$ cat src/rtl/fetch_unit.sv
// rtl/fetch_unit.sv - instruction fetch front end with in-order buffer; optional FETCH_RDATA_BYPASS_EN
module fetch_unit #(
  parameter int DEPTH = 2
) (
  input  logic        Clock,
  input  logic        nReset,
  input  logic [31:0] PC,
  output logic        hold,
  input  logic        flush,
  output logic        imem_req,
  output logic [31:0] imem_addr,
  input  logic        imem_gnt,
  input  logic        imem_rvalid,
  input  logic [31:0] imem_rdata,
  output logic        id_valid,
  output logic [31:0] id_instr,
  output logic [31:0] id_pc,
  input  logic        id_ready
);

  localparam int PW = (DEPTH > 1) ? $clog2(DEPTH) : 1;
  localparam int CW = $clog2(DEPTH + 1);
  localparam logic [PW-1:0] LAST = PW'(DEPTH - 1);
  localparam logic [CW:0] DEPTH_C = (CW + 1)'(DEPTH);

  logic             run;
  logic [31:0]      pc_q    [DEPTH];
  logic [31:0]      instr_q [DEPTH];
  logic [DEPTH-1:0] filled_q;
  logic [PW-1:0]    alloc_ptr, fill_ptr, head_ptr;
  logic [CW-1:0]    alloc_cnt, drop_cnt;
  logic [CW-1:0]    filled_cnt, unfilled_cnt;

  logic accept, drop, fill, bypass, store, consume;

  function automatic logic [PW-1:0] ptr_inc(input logic [PW-1:0] p);
    return (p == LAST) ? '0 : p + PW'(1);
  endfunction

  // Issue side: request only with credit from registered counts, never in a redirect cycle
  always_comb begin
    imem_addr = PC;
    imem_req  = run && !flush && (({1'b0, alloc_cnt} + {1'b0, drop_cnt}) < DEPTH_C);
    accept    = imem_req && imem_gnt;
    hold      = !accept;
  end

  // Response routing and decode-side view of the head entry
  always_comb begin
    drop = imem_rvalid && (drop_cnt != '0);
    fill = imem_rvalid && (drop_cnt == '0);
`ifdef FETCH_RDATA_BYPASS_EN
    // Responding entry is the head and nothing filled sits ahead of it
    bypass = fill && (fill_ptr == head_ptr) && !filled_q[head_ptr];
`else
    bypass = 1'b0;
`endif
    id_valid = ((alloc_cnt != '0) && filled_q[head_ptr]) || bypass;
    id_instr = bypass ? imem_rdata : instr_q[head_ptr];
    id_pc    = pc_q[head_ptr];
    consume  = id_valid && id_ready;
    // A bypassed word taken by decode this cycle never lands in the buffer
    store    = fill && !(bypass && id_ready);
  end

  // Number of allocated entries still waiting for their response
  always_comb begin
    filled_cnt = '0;
    for (int i = 0; i < DEPTH; i++) begin
      filled_cnt = filled_cnt + CW'(filled_q[i]);
    end
    unfilled_cnt = alloc_cnt - filled_cnt;
  end

  // Buffer, pointers and counters; a redirect converts pending responses into drops
  always_ff @(posedge Clock or negedge nReset) begin
    if (!nReset) begin
      run       <= 1'b0;
      alloc_ptr <= '0;
      fill_ptr  <= '0;
      head_ptr  <= '0;
      alloc_cnt <= '0;
      drop_cnt  <= '0;
      filled_q  <= '0;
      for (int i = 0; i < DEPTH; i++) begin
        pc_q[i]    <= '0;
        instr_q[i] <= '0;
      end
    end else begin
      run <= 1'b1;
      if (flush) begin
        alloc_ptr <= '0;
        fill_ptr  <= '0;
        head_ptr  <= '0;
        alloc_cnt <= '0;
        filled_q  <= '0;
        // Any response this cycle belongs to the old stream and uses up one drop
        drop_cnt  <= drop_cnt + unfilled_cnt - CW'(imem_rvalid);
      end else begin
        if (accept) begin
          pc_q[alloc_ptr] <= PC;
          alloc_ptr       <= ptr_inc(alloc_ptr);
        end
        if (fill) begin
          fill_ptr <= ptr_inc(fill_ptr);
        end
        if (store) begin
          instr_q[fill_ptr]  <= imem_rdata;
          filled_q[fill_ptr] <= 1'b1;
        end
        if (consume) begin
          filled_q[head_ptr] <= 1'b0;
          head_ptr           <= ptr_inc(head_ptr);
        end
        alloc_cnt <= alloc_cnt + CW'(accept) - CW'(consume);
        drop_cnt  <= drop_cnt - CW'(drop);
      end
    end
  end

endmodule

$ cat config.mk
export PLATFORM = sky130hd
export DESIGN_NAME = fetch_unit
export DESIGN_NICKNAME = d
export VERILOG_FILES = /design/src/rtl/fetch_unit.sv
export SDC_FILE = /design/constraint.sdc
export NUM_CORES = 1
export LEC_CHECK = 0
export ABC_AREA = 1
export BUFFER_PORTS_ARGS = -buffer_cell sky130_fd_sc_hd__buf_2
export CAP_MARGIN = 20
export CELL_PAD_IN_SITES_DETAIL_PLACEMENT = 1
export CELL_PAD_IN_SITES_GLOBAL_PLACEMENT = 2
export CORE_MARGIN = 3
export CORE_UTILIZATION = 30
export CTS_BUF_LIST = sky130_fd_sc_hd__clkbuf_8 sky130_fd_sc_hd__clkbuf_16
export DETAILED_ROUTE_END_ITERATION = 16
export GPL_TIMING_DRIVEN = 0
export PLACE_DENSITY = 0.77
export SLEW_MARGIN = 20
export SYNTH_ARGS = -nofsm -noshare
export SYNTH_HDL_FRONTEND = slang
export SYNTH_SLANG_ARGS = --single-unit
$ cat constraint.sdc
create_clock -name Clock -period 2.65 [get_ports Clock]
set_input_delay 0 -clock Clock [delete_from_list [all_inputs] [get_ports Clock]]
set_output_delay 0 -clock Clock [all_outputs]
set_load 0.1 [all_outputs]
==> run summary, run 1 <==
The overall fraction of global-route tracks in use is 0.1711, and the wire length of the first global-routing pass is 32.24 mm. The net switching share of the total power works out to 0.5188. The worst setup path category is flop to flop.

The total power density per cell area was 1331 mW/mm²; the DRC violation count after routing was 0. Leaving out fill and tap cells, the most frequent cell in the layout is nand2_1. The clock-pin transition on the worst setup and hold timing paths was 60 ps. The share of the yosys chip area belonging to registers came out at 0.5296. The floorplan has 53 rows.

The number of antenna violations at the first check in global routing was 0; the number of global-route vias before repair was 6,220. Total of buffers placed on input and output ports: 168. The kind of cell adding the most delay to the critical path was adder cells.

At the pin with the least slew margin, the transition time is 642.2 ps. The latest clock arrival within the worst-skew pair came out at 410 ps. The ratio of cells with drive above 1 in the final layout was 0.2650; the area of combinational cells with multiple inputs was 0.002355 mm². The logs give 0.5719 for the max-slew headroom at the worst pin and 196 for the number of DRC markers in iteration 0.

The final hold violation count came out at 0. Library cell used as clock root buffer: clkbuf_16. The achievable frequency came out at 414.2 MHz.

In the layout the commonest cells are 336 x nand2_1, 177 x buf_2, 138 x dfrtp_1. Summing over every cut layer, the via total after detailed routing is 5,839. The number of max-slew violations in the final report was 0; the area of the core was 0.02122 mm². The area of all placed cells without fillers was 0.009092 mm²; the critical-path maximum fanout was 3.

The die covers 0.02354 mm². Setup repair after global routing left no endpoint under its margin. In this run the static leakage power is 4.954 nW. The synthesized netlist occupies a cell area of 0.006520 mm². Counting along the longest clock path gives a buffer depth of 2. Together, buffers and inverters on the worst path number 2.

Summing all flip-flop and latch instances after layout gives 0.003453 mm². Traced cell by cell, the critical path runs through ha_1 -> fa_1 -> fa_1 -> inv_1 -> ha_1 -> inv_1 -> nand3_1 -> nand2_1 -> nand2_1 -> nand3_1 -> nand2_1. The slowest cell on the critical path was fa_1. The count of state elements after synthesis is 138. For the instance area after placement, the log shows 0.007784 mm². Counting the fill cells in the layout gives 2,588. The die is 153.4 µm wide.

Cell internal power was estimated by the tool at 5.822 mW. Most prevalent standard cell on the critical path: nand2_1. Clock tree synthesis inserted a total of 17 buffers.

The number of different library cells used by synthesis comes to 24. The flow ran to the end, and the final reports show no timing, DRC or antenna violations. The H-tree was split into 4 levels. The final clock skew was 7.575 ps. TritonCTS built the clock tree. The portion of total power attributed to combinational logic is 0.502, and the clock net sink count is 138.

Relative to the synthesized area, the layout overhead comes to 39.45%. For the worst setup path, the data arrival time is 2720 ps. The number of detailed-route iterations in the first pass is 4.

STA puts the critical path data required time at 2950 ps. Counting every net in the synthesized netlist gives 876. The clock network fraction of design power was 0.215. The largest stage delay on the critical path is 490 ps. The overall power of the completed layout came out at 12.10 mW.

Measured along the y axis, the die boundary spans 153.4 µm. Maximum number of pins on one net before global-route repair: 71. STA classifies the critical path startpoint as a flop. IR analysis of the VDD net gives a maximum drop of 735.7 µV. Across the run, the number of max-cap violations was 0. The effective utilization at floorplan was 0.3073; the post-detailed-route via-to-cell ratio was 4.361. The mean instance size in the synthesized netlist came out at 8.170 µm².

The portion of the clock cycle consumed by the worst path in the final layout was 0.9112; the average wire length per cell after detail routing was 14.66 µm. In this run the count of I/O pins placed on the die edge is 169. The worst setup path is captured at a flop. The worst min-delay path category was primary input to flop.

The weighted congestion at the end of routability-driven global placement was 0.7206; the portion of total power attributed to sequential cells was 0.283. Once detail routing completed, the nets flagged for antenna violations numbered 0. The count of warnings emitted by yosys is 0, and the power dissipated by switching net loads is 6.278 mW. The net count of the finished layout is 1,130. Summed over all layers, the global routing overflow is 0.

HPWL reported at the end of detailed placement: 13.56 mm. The final wirelength is 19.63 mm, and the post-route minimum period is 2415 ps. The repair_antennas step left the layout with diodes totalling 0. Number of instances in the synthesized netlist: 798.

Setup violations remaining at the end of the flow were counted as 0.
## through the flow
stage | instances | setup slack, ps | hold WS, ps | setup TNS [ps] | util
finish | 1339 | 235.4 | 38.21 | 0 | 0.4285
global route | 1339 | 41.75 | 74.31 | 0 | 0.4285
CTS | 1339 | 75.64 | 29.29 | 0 | 0.4284
detailed placement | 1242 | 216.0 | -1.498 | 0 | 0.3668
global placement | 1241 | -526.1 | 278.3 | -70880 | 0.3650
floorplan | 798 | -378.7 | -295.6 | -4155 | -
## flip-flops by register name, summed over array words and instances (netlist names)
signal,count
head_ptr,1
filled_q,2
drop_cnt,2
instr_q,64
alloc_cnt,2
fill_ptr,1
alloc_ptr,1
pc_q,64
run,1
## layer usage
metal,part of all wire,global-route usage
met1,0.46,0.2219
met2,0.49,0.2950
met3,0.035,0.03029
met4,0.014,0.04752
met5,0,0
## power groups by stage
stage	clock network (mW)	logic [mW]	registers, mW
floorplan	0	5.09	3.36
global placement	0	5.99	3.43
detailed placement	0	6.06	3.47
CTS	2.65	6.15	3.44
global route	2.74	6.49	3.56
finish	2.60	6.07	3.43
## synth_stat cells
cell type | n | area [µm²]
buf_2 | 10 | 50.05
nand2_2 | 1 | 6.260
buf_4 | 33 | 247.7
conb_1 | 1 | 3.750
nand2_1 | 337 | 1265
nor3_1 | 1 | 5.000
buf_1 | 1 | 3.750
clkinv_2 | 1 | 5.000
ha_1 | 5 | 62.56
a21oi_1 | 1 | 5.000
nand3_1 | 6 | 30.03
clkbuf_1 | 23 | 86.33
inv_1 | 81 | 304.0
xor2_1 | 3 | 26.28
nor3_4 | 2 | 32.53
buf_6 | 5 | 56.30
o21ai_1 | 41 | 205.2
xnor2_1 | 1 | 8.760
fa_1 | 3 | 60.06
nand3_2 | 2 | 20.02
nor2_1 | 11 | 41.29
o21ai_2 | 23 | 201.4
dfrtp_1 | 138 | 3453
o21ai_0 | 68 | 340.3
## path summary, 6_finish.rpt
| path | slack [ps] | cells past startpoint | start | to |
|---|---|---|---|---|
| worst min register to register | 480 | 2 | pc_q[43]$_DFFE_PN0P_ | pc_q[43]$_DFFE_PN0P_ |
| worst max-delay path | 240 | 11 | filled_q[0]$_DFF_PN0_ | drop_cnt[1]$_DFF_PN0_ |
| worst max register to register | 240 | 11 | filled_q[0]$_DFF_PN0_ | drop_cnt[1]$_DFF_PN0_ |
| max in group asynchronous | 1780 | 3 | nReset | pc_q[9]$_DFFE_PN0P_ |
| worst min-delay path | 40 | 4 | id_ready | filled_q[0]$_DFF_PN0_ |
| min in group asynchronous | 110 | 2 | nReset | drop_cnt[0]$_DFF_PN0_ |
## worst register-to-register path: cells and delay by family (launching register included)
kind                       cells  cell delay [ps]
adders and majority gates      4             1490
buffers and inverters          2              110
DFF                            1              390
and+or+nand+nor                5              330
## final cells by class
cell class | instances | area share
buffer | 71 | 0.04871
clock buffer | 18 | 0.04830
clock inverter | 13 | 0.02202
inverter | 82 | 0.03399
multi-input combinational | 506 | 0.2590
sequential | 138 | 0.3798
tap | 275 | 0.03784
timing repair buffer | 236 | 0.1704
## logic make-up after synthesis
family	share of synthesized area
adder cells (fa/ha/maj)	0.01881
flip-flops	0.5296
AND/OR/NAND/NOR	0.2147
AO/OA/AOI/OAI	0.1153
XOR/XNOR	0.005374
buffers and inverters	0.1155
other	0.0005752
## what timing repair did
action                                  CTS  global route
endpoints found under the hold margin   202             0
buffers inserted                          0             0
hold buffers                             67             0
endpoints found under the setup margin   35             2
gates resized for setup                   1             2
No activity file was read; power rests on OpenSTA's default activity.
==> run 2: changes to the inputs <==
--- a/config.mk
+++ b/config.mk
@@ -20,3 +20,4 @@
 export SYNTH_ARGS = -nofsm -noshare
 export SYNTH_HDL_FRONTEND = slang
 export SYNTH_SLANG_ARGS = --single-unit
+export TNS_END_PERCENT = 10
==> constraint.sdc (replaced) <==
create_clock -name Clock -period 2.65 [get_ports Clock]
set_input_delay 0.3975 -clock Clock [delete_from_list [all_inputs] [get_ports Clock]]
set_output_delay 0.3975 -clock Clock [all_outputs]
set_load 0.1 [all_outputs]
==> run 2 against run 1 <==
Net effect:
- total power grew 0.26%
- non-clock buffer count shrank 65
- worst hold slack gained 210 ps
- via count shrank 3.7%
- first-iteration DRC count shrank 21%
- register-to-register slack is essentially flat
- clock power shrank 2%
==> run summary, run 2 (synthesized netlist as in run 1, its figures left out) <==
The logs give 1,275 (-4.8%) for the final cell count without fillers and 4 (unchanged) for the maximum level of the CTS H-tree. The post-route minimum period works out to 2575 ps (+160.8 ps). The portion of total power attributed to sequential cells is 0.284 (about the same). The critical path ends at hold.

The weighted congestion at the end of routability-driven global placement is 0.7179 (-0.37%), and the number of max-slew violations in the final report is 0 (unchanged). The run finished with clean final reports. Static leakage: 4.718 nW (-4.8%). The wire length of the first global-routing pass is 30.76 mm (-4.6%), and the floorplan die area is 0.02354 mm² (unchanged). Post-detailed-route via-to-cell ratio: 4.412 (+1.2%). The logs give 2 (unchanged) for the buffer depth of the longest clock path and 1 (+1) for the number of antenna violations at the first check in global routing. For the worst voltage drop across the vdd grid, the log shows 735.5 µV (about the same). The cell depth of the worst flop-to-flop path works out to 11 (unchanged). The pin slew with the least headroom to its limit was 638.9 ps (-3.255 ps). The run gives 0.003453 mm² (unchanged) as the total area of sequential cells.

For the power dissipated by switching net loads, the log shows 6.312 mW (+0.54%). Leaving out fill and tap cells, the most frequent cell in the layout is nand2_1. The portion of the clock cycle consumed by the worst path in the final layout came out at 0.9718 (+0.06067).

The total negative setup slack is 0 ps (unchanged), and the number of cells on the worst hold path is 2 (-2). DRC violation count after routing: 0 (unchanged). Achievable frequency: 388.3 MHz (-6.2%). The run gives 0.008531 mm² (-6.2%) as the area of all placed cells without fillers. Final wirelength: 18.93 mm (-3.6%). For the layout filler cell count, the log shows 2,597 (+0.35%).

Count of endpoints failing setup in the final report: 0 (unchanged). Area of the core: 0.02122 mm² (unchanged). In this run the critical register-to-register path is captured at drop_cnt[1]$_DFF_PN0_. The critical-path maximum fanout is 4 (+1).

In the layout the commonest cells are 336 x nand2_1, 138 x buf_2, 138 x dfrtp_1. The worst min-delay path category was primary input to flop. The final clock skew was 8.248 ps (+0.6729 ps). The instance area after placement was 0.007771 mm² (-0.16%). The number of top-level pins is 169 (unchanged). The clock-pin transition on the worst setup and hold timing paths is 60 ps (about the same). The tools report the count of standard-cell rows as 53 (unchanged). The total of buffers placed on input and output ports was 168 (unchanged).

The sort of element at the end of the critical path is a primary output. The run gives 0.5741 (+0.002170) as the max-slew headroom at the worst pin. The die boundary height was 153.4 µm (unchanged); the latest clock arrival within the worst-skew pair was 410 ps (about the same). The data required time of the worst path was 2250 ps (-700 ps).

The number of buffers added by the clock tree synthesis step was 17 (unchanged). The number of DRC markers in iteration 0 is 154 (-21%). For the number of inserted diodes, the log shows 0 (unchanged). The library cell used as clock root buffer is clkbuf_16. The end-of-flow core utilization is 0.4020 (-0.02647).

For the maximum number of pins on one net before global-route repair, the log shows 91 (+28%). The logs give 5.820 mW (about the same) for the design internal power and 5 (+1) for the number of detailed-route iterations in the first pass. Compared with the post-synthesis result, the final layout area differs by 30.84%.

The register-to-register path setup slack was 230 ps (about the same); the area of combinational cells with multiple inputs was 0.002342 mm² (-0.53%). The final antenna-violating net count was 0 (unchanged). The effective utilization at floorplan came out at 0.3073 (unchanged). The worst register-to-register path begins at filled_q[0]$_DFF_PN0_. The launch point of the worst path was drop_cnt[0]$_DFF_PN0_. The number of nets at the end of the flow came out at 1,065 (-5.8%). The run gives 0.1641 (-0.007023) as the overall fraction of global-route tracks in use.

The overall die width works out to 153.4 µm (unchanged). The via count of the routed design was 5,625 (-3.7%); the number of global-route vias before repair was 5,991 (-3.7%). The average wire length per cell after detail routing was 14.85 µm (+1.3%). Worst setup path category: flop to primary output.

TritonCTS built the clock tree. The clock network fraction of design power was 0.209 (-0.006). The number of max-capacitance violations reported is 0 (unchanged), and the ratio of cells with drive above 1 in the final layout is 0.2910 (+0.02596). In the final layout, the registers with the most flip-flops are instr_q: 64 flops, pc_q: 64 flops.

Setup repair after global routing could not meet its margin everywhere. Final hold violation count: 0 (unchanged). The arrival time of data at the critical path endpoint was 2180 ps (-540 ps). The tools report the sum of overflow across all layers after global routing as 0 (unchanged).

The run gives 0.507 (+0.005) as the portion of total power attributed to combinational logic. The total power density per cell area is 1422 mW/mm² (+6.9%). The net switching share of the total power was 0.5203 (+0.001443). The post-CTS repair timing setup buffer count was 0 (unchanged); the number of instances in the placed design was 1,242 (unchanged). The clock net sink count is 138 (unchanged), and the HPWL reported at the end of detailed placement is 13.64 mm (+0.54%). STA classifies the critical path startpoint as a flop.
## run 2: repair_timing
item / 4_1_cts / 5_1_grt
endpoints found under the hold margin: 48 / 0
resized for setup: 17 / 36
hold buffers: 1 / 0
endpoints found under the setup margin: 52 / 38
## run 2: cell type report
| cell class | count | share of cell area |
|---|---|---|
| sequential | 138 | 0.4048 |
| multi-input combinational | 506 | 0.2746 |
| timing repair buffer | 170 | 0.1162 |
| buffer | 72 | 0.05368 |
| clock buffer | 18 | 0.05148 |
| tap | 275 | 0.04033 |
| inverter | 82 | 0.03623 |
| clock inverter | 14 | 0.02273 |
## run 2: per-stage QoR
step | hold slack, ps | setup WS (ps) | total power, mW
detailed placement | 329.8 | -54.09 | 9.532
CTS | 230.4 | 2.486 | 12.16
global route | 238.9 | -41.08 | 12.83
global placement | 464.9 | -977.7 | 9.415
finish | 246.2 | 74.67 | 12.13
floorplan | 101.9 | -390.1 | 8.439
## run 2: power groups by stage
stage,registers (mW),logic [mW],clock network (mW)
global route,3.56,6.56,2.71
CTS,3.45,6.10,2.61
floorplan,3.36,5.08,0
finish,3.45,6.15,2.54
global placement,3.43,5.98,0
detailed placement,3.47,6.06,0
## run 2: worst max-delay path, cell delays in order (launching register included)
cell and delay [ps]:
dfrtp_1 440, nand2_1 90, inv_1 40, fa_1 480
nor3_4 330, nand2_8 80, buf_2 300
## run 2: worst min-delay path by stage
stage	start	to
floorplan	nReset	alloc_cnt[0]$_DFF_PN0_
global placement	instr_q[57]$_DFFE_PN0P_	instr_q[57]$_DFFE_PN0P_
detailed placement	nReset	drop_cnt[0]$_DFF_PN0_
CTS	flush	alloc_cnt[0]$_DFF_PN0_
global route	imem_rdata[17]	instr_q[49]$_DFFE_PN0P_
finish	flush	alloc_cnt[0]$_DFF_PN0_
## run 2: layer usage
layer | GRT usage | part of all wire | vias up
met5 | 0 | 0.00069 | -
met4 | 0.03028 | 0.0070 | 2
met3 | 0.04983 | 0.053 | 13
met2 | 0.2830 | 0.49 | 119
met1 | 0.2061 | 0.45 | 2694
li1 | - | - | 2797
